### src/rtl/fwd_ctrl_unit.sv
// Forwarding/hazard controller: registered EX operand forward selects and a combinational load-use stall.
// Define FWD_STALL_CNT_EN to add the saturating stall_count output.
module fwd_ctrl_unit #(
  parameter int unsigned REG_ADDR_W = 5
`ifdef FWD_STALL_CNT_EN
  , parameter int unsigned CNT_W = 32
`endif
) (
  input  logic                  clk,
  input  logic                  reset_n,
  input  logic                  id_valid,
  input  logic [REG_ADDR_W-1:0] id_rs1,
  input  logic [REG_ADDR_W-1:0] id_rs2,
  input  logic [REG_ADDR_W-1:0] id_rd,
  input  logic                  id_reg_write,
  input  logic                  id_mem_read,
  input  logic                  flush,
  output logic [1:0]            fwd_sel_a,
  output logic [1:0]            fwd_sel_b,
  output logic                  hazard_stall
`ifdef FWD_STALL_CNT_EN
  , output logic [CNT_W-1:0]    stall_count
`endif
);

  localparam int unsigned SEL_W = 2;

  typedef logic [SEL_W-1:0]      sel_t;
  typedef logic [REG_ADDR_W-1:0] reg_addr_t;

  localparam sel_t SEL_RF  = SEL_W'(0);
  localparam sel_t SEL_MEM = SEL_W'(1);
  localparam sel_t SEL_WB  = SEL_W'(2);

  typedef struct packed {
    logic      valid;
    reg_addr_t rd;
    logic      reg_write;
    logic      mem_read;
  } ex_rec_t;

  ex_rec_t   ex_q;
  ex_rec_t   ex_d;
  // MEM only needs "will write rd"; the WB record would only age out, since the
  // regfile's write-before-read covers it, so it is not kept.
  logic      mem_wr_q;
  reg_addr_t mem_rd_q;

  logic      ex_bubble;
  logic      rs1_hit_ex;
  logic      rs2_hit_ex;
  sel_t      sel_a_d;
  sel_t      sel_b_d;

  // Newest producer wins: EX (moving to MEM) is checked before MEM (moving to WB).
  function automatic sel_t pick_sel(input reg_addr_t rs, input ex_rec_t ex,
                                    input logic mem_wr, input reg_addr_t mem_rd);
    sel_t sel;
    sel = SEL_RF;
    if (rs == '0) begin
      sel = SEL_RF;
    end else if (ex.valid && ex.reg_write && (ex.rd == rs)) begin
      sel = SEL_MEM;
    end else if (mem_wr && (mem_rd == rs)) begin
      sel = SEL_WB;
    end
    return sel;
  endfunction

  // Load-use detection, bubble decision and next EX record/selects.
  always_comb begin
    rs1_hit_ex   = (ex_q.rd == id_rs1);
    rs2_hit_ex   = (ex_q.rd == id_rs2);
    hazard_stall = id_valid & ex_q.valid & ex_q.mem_read & (ex_q.rd != '0) &
                   (rs1_hit_ex | rs2_hit_ex) & ~flush;
    ex_bubble    = hazard_stall | flush | ~id_valid;

    ex_d    = '0;
    sel_a_d = SEL_RF;
    sel_b_d = SEL_RF;
    if (!ex_bubble) begin
      ex_d.valid     = 1'b1;
      ex_d.rd        = id_rd;
      ex_d.reg_write = id_reg_write;
      ex_d.mem_read  = id_mem_read;
      sel_a_d        = pick_sel(id_rs1, ex_q, mem_wr_q, mem_rd_q);
      sel_b_d        = pick_sel(id_rs2, ex_q, mem_wr_q, mem_rd_q);
    end
  end

  // Stage records advance every cycle; selects load with the EX record.
  always_ff @(posedge clk or negedge reset_n) begin
    if (!reset_n) begin
      ex_q      <= '0;
      mem_wr_q  <= 1'b0;
      mem_rd_q  <= '0;
      fwd_sel_a <= SEL_RF;
      fwd_sel_b <= SEL_RF;
    end else begin
      mem_wr_q  <= ex_q.valid & ex_q.reg_write;
      mem_rd_q  <= ex_q.rd;
      ex_q      <= ex_d;
      fwd_sel_a <= sel_a_d;
      fwd_sel_b <= sel_b_d;
    end
  end

`ifdef FWD_STALL_CNT_EN
  // Saturating count of stalled cycles.
  always_ff @(posedge clk or negedge reset_n) begin
    if (!reset_n) begin
      stall_count <= '0;
    end else if (hazard_stall && (stall_count != '1)) begin
      stall_count <= stall_count + CNT_W'(1);
    end
  end
`endif

endmodule

### config.mk
export PLATFORM = sky130hd
export DESIGN_NAME = fwd_ctrl_unit
export DESIGN_NICKNAME = d
export VERILOG_FILES = /design/src/rtl/fwd_ctrl_unit.sv
export SDC_FILE = /design/constraint.sdc
export NUM_CORES = 1
export LEC_CHECK = 0
export BUFFER_PORTS_ARGS = -buffer_cell sky130_fd_sc_hd__buf_4
export CAP_MARGIN = 20
export CORE_ASPECT_RATIO = 1.75
export CORE_MARGIN = 4
export CORE_UTILIZATION = 33
export CTS_BUF_LIST = sky130_fd_sc_hd__clkbuf_16
export DETAILED_ROUTE_END_ITERATION = 6
export GPL_TIMING_DRIVEN = 1
export PLACE_DENSITY = 0.6
export SETUP_SLACK_MARGIN = 0.4
export SLEW_MARGIN = 5
export SYNTH_ARGS = -nofsm -noshare
export SYNTH_HDL_FRONTEND = slang
export SYNTH_SLANG_ARGS = --single-unit
### constraint.sdc
create_clock -name clk -period 3.35 [get_ports clk]
set_clock_uncertainty 0.1 [all_clocks]
set_input_delay 0 -clock clk [delete_from_list [all_inputs] [get_ports clk]]
set_output_delay 0 -clock clk [all_outputs]
set_load 0.01 [all_outputs]
==> tab_implementation.tex <==
\begin{tabular}{lr}
\hline
Metric & Value \\
\hline
\multicolumn{2}{l}{\textbf{Placed design}} \\
\quad Routability congestion estimate & 0.871 \\
\quad Sum of net half-perimeters after detailed placement & 1590 um \\
\quad Count of buffers from port buffering & 25 \\
\quad Placement-stage cell area & about 1100 um\^{}2 \\
\multicolumn{2}{l}{\textbf{Yosys}} \\
\quad Instance count of the mapped netlist & 74 \\
\quad Avg Cell Area, Syn & 11.7 um\^{}2 \\
\quad Fraction of the yosys area taken by sequential cells & 0.520 \\
\quad Distinct cell type count after synthesis & 25 \\
\quad Post-synthesis sequential element count & 18 \\
\quad Netlist area before placement & 866 um\^{}2 \\
\quad Yosys warns & 0 \\
\quad Net count after synthesis & 95 \\
\multicolumn{2}{l}{\textbf{Job}} \\
\quad Max capacitance violation total & 0 \\
\multicolumn{2}{l}{\textbf{Clock network}} \\
\quad \# Post-CTS Setup Buffers & 0 \\
\quad CTS Root Cell & clkbuf\_16 \\
\quad Clock insertion delay at the later pin of the skew report & 0.24 ns \\
\quad Clock buffer depth & 2 \\
\quad Number of CTS-inserted buffers & 3 \\
\quad Clk pin slew, worst setup/hold paths & 0.05 ns \\
\quad Clk sink count & 18 \\
\quad TritonCTS clock tree & yes \\
\quad CTS H-tree depth & 1 \\
\multicolumn{2}{l}{\textbf{Min path}} \\
\quad Tightest Hold Check Type & input port to asynchronous set/reset pin \\
\multicolumn{2}{l}{\textbf{Die}} \\
\quad Core region area & about 2500 um\^{}2 \\
\quad Starting utilization of the core area & 0.347 \\
\quad Die area & 3540 um\^{}2 \\
\quad Die Y & 75.8 um \\
\quad I/O Pins & 26 \\
\quad Die extent in x & $\sim$47 um \\
\quad Row Count & 24 \\
\multicolumn{2}{l}{\textbf{Run status}} \\
\quad Outcome & complete, no violations \\
\multicolumn{2}{l}{\textbf{Route}} \\
\quad Overall via count from detail\_route & approximately 690 \\
\quad DR DRC count & 0 \\
\quad Average wire length per cell after detail routing & about 15 um \\
\quad Initial DRT Pass Iterations & 4 \\
\quad Via density & 5.12 \\
\quad Antenna viol nets, final & 0 \\
\quad Initial DRC count & 15 \\
\quad Wire length reported by the detailed router & 2000 um \\
\multicolumn{2}{l}{\textbf{STA}} \\
\quad Timing-limited maximum frequency & 495 MHz \\
\quad Hold Fails Final Rpt & 0 \\
\quad Final-report max-slew violation count & 0 \\
\quad Slew headroom & 0.621 \\
\quad Final clock period utilization by the worst path & 0.603 \\
\quad Slew at the pin closest to its max-slew limit & 0.567 ns \\
\quad Number of setup violations in the final report & 0 \\
\quad Final critical-path required period & 2.02 ns \\
\quad Accumulated negative setup slack & 0 ns \\
\quad Unrepaired setup endpoints after global routing & no \\
\multicolumn{2}{l}{\textbf{Worst setup path}} \\
\quad Arrival time reported for the critical path endpoint & 1.92 ns \\
\quad Critical path class & flip-flop to output port \\
\quad Crit. End Element & output port \\
\quad Register-to-Register Path Depth & 4 \\
\quad Critical path required time & 3.25 ns \\
\quad Crit start category & flip-flop \\
\quad Top fanout value on the critical path & 11 \\
\multicolumn{2}{l}{\textbf{GRT}} \\
\quad Antenna violations before repair & 0 \\
\quad Wire length of the first global-routing pass & 3130 um \\
\quad Maximum number of pins on one net before global-route repair & 19 \\
\quad Total global routing overflow & 0 \\
\quad Via count of the first global-routing pass & 686 \\
\quad Global Route Usage Sum & 0.130 \\
\multicolumn{2}{l}{\textbf{Pwr}} \\
\quad Standby leakage power & 0.610 nW \\
\quad Power density over the cells & 426 nW/um\^{}2 \\
\quad Worst IR drop on VDD & 0.256 mV \\
\quad Power, Total & 0.522 mW \\
\multicolumn{2}{l}{\textbf{Cells and area}} \\
\quad ANT cells & 0 \\
\quad Layout cell share with drive strength beyond 1 & 0.306 \\
\quad Layout net count & 131 \\
\quad Synth-to-layout area growth & 41.6\% \\
\quad Final cell area excluding filler cells & 1230 um\^{}2 \\
\hline
\end{tabular}
state kept, by name, summed over array words and instances, names as in the netlist:
register / cells
ex_q: 8
mem_rd_q: 5
fwd_sel_a: 2
fwd_sel_b: 2
mem_wr_q: 1
cell usage after synthesis, drive strengths merged:
cell type / instances / share of area
nor4b: 1 / 0.010
inv: 1 / 0.0043
nand4: 1 / 0.0072
and2: 1 / 0.0087
buf: 1 / 0.013
nor3b: 2 / 0.023
nor2: 3 / 0.013
nand3: 2 / 0.012
and4: 1 / 0.012
nor3: 2 / 0.012
o21ai: 2 / 0.012
xor2: 14 / 0.14
or4: 3 / 0.030
nor4: 2 / 0.014
o2111ai: 2 / 0.027
xnor2: 6 / 0.061
nor2b: 1 / 0.0072
and3: 7 / 0.051
nand2: 2 / 0.0087
a21o: 1 / 0.0087
dfrtp: 18 / 0.52
clkbuf: 1 / 0.0043
worst max-delay path, stage by stage (launching register included):
cell	delay, ns
dfrtp_1	0.42
or4_4	0.55
o2111ai_2	0.22
a21o_1	0.27
nor2_1	0.07
buf_4	0.14
routing by layer:
| layer | track usage | vias up | share of wire |
|---|---|---|---|
| met1 | 0.141 | 332 | 0.32 |
| li1 | - | 331 | - |
| met3 | 0.0236 | 2 | 0.066 |
| met5 | 0 | - | 0 |
| met2 | 0.227 | 21 | 0.60 |
| met4 | 0.0738 | 0 | 0.011 |
where the power goes:
part	internal, mW	total [mW]	switching, mW	leakage [nW]
registers	0.224	0.231	0.00636	0.244
clock network	0.157	0.228	0.0712	0.0370
logic	0.0370	0.0633	0.0263	0.329
final timing paths:
check	start	to	slack [ns]
min reg2reg	ex_q[4]$_DFF_PN0_	mem_rd_q[2]$_DFF_PN0_	0.38
min in group clk	id_valid	fwd_sel_b[0]$_DFF_PN0_	0.07
max reg2reg	ex_q[3]$_DFF_PN0_	fwd_sel_a[1]$_DFF_PN0_	1.46
min	reset_n	fwd_sel_b[0]$_DFF_PN0_	0.06
max in group asynchronous	reset_n	ex_q[2]$_DFF_PN0_	2.90
max	ex_q[3]$_DFF_PN0_	hazard_stall	1.33
cells by family after synthesis:
logic type,count (synthesis),synth area share
AOI/OAI and AO/OA,5,0.0477
xor gates and xnor gates,20,0.202
DFF,18,0.520
buffers and inverters,3,0.0217
and+or+nand+nor,28,0.208
stage by stage:
step                       util  instances  hold WS (ns)  setup slack (ns)
final                     0.492        134        0.0579              1.33
after global routing      0.492        134        0.0823              1.23
after CTS                 0.492        134        0.0552              1.32
after detailed placement  0.430        123        -0.220              1.50
after global placement    0.430        123        -0.224              1.56
after floorplan               -         74        -0.396              1.69
placed cells by master, fill, tap and decap left out:
cell type,count
a21o_1,1
nor3_1,2
nor3b_1,1
nand3_1,2
or4_4,1
dlygate4sd3_1,8
nor4_1,2
o2111ai_2,1
clkbuf_16,3
inv_1,1
nand4_1,1
and4_2,1
nor2_1,3
xor2_1,14
xnor2_1,6
nor3b_2,1
nor2b_1,1
o2111ai_1,1
buf_4,25
dfrtp_1,18
and3_1,7
nand2_1,2
or4_1,2
and2_2,1
o21ai_0,2
nor4b_1,1
repair_timing:
item / 4_1_cts / 5_1_grt
hold endpoints to repair: 25 / 0
gates resized for setup: 0 / 0
hold buffers: 8 / 0
final cells by class:
| cell class | count | area, um^2 |
|---|---|---|
| repair buffers | 33 | 268 |
| multi-input cells | 53 | 397 |
| well taps | 26 | 32.5 |
| clock buffers | 3 | 75.1 |
| inverters | 1 | 3.75 |
| fillers | 236 | 1270 |
| flip-flops and latches | 18 | 450 |
Power figures use the tool's default switching activity.
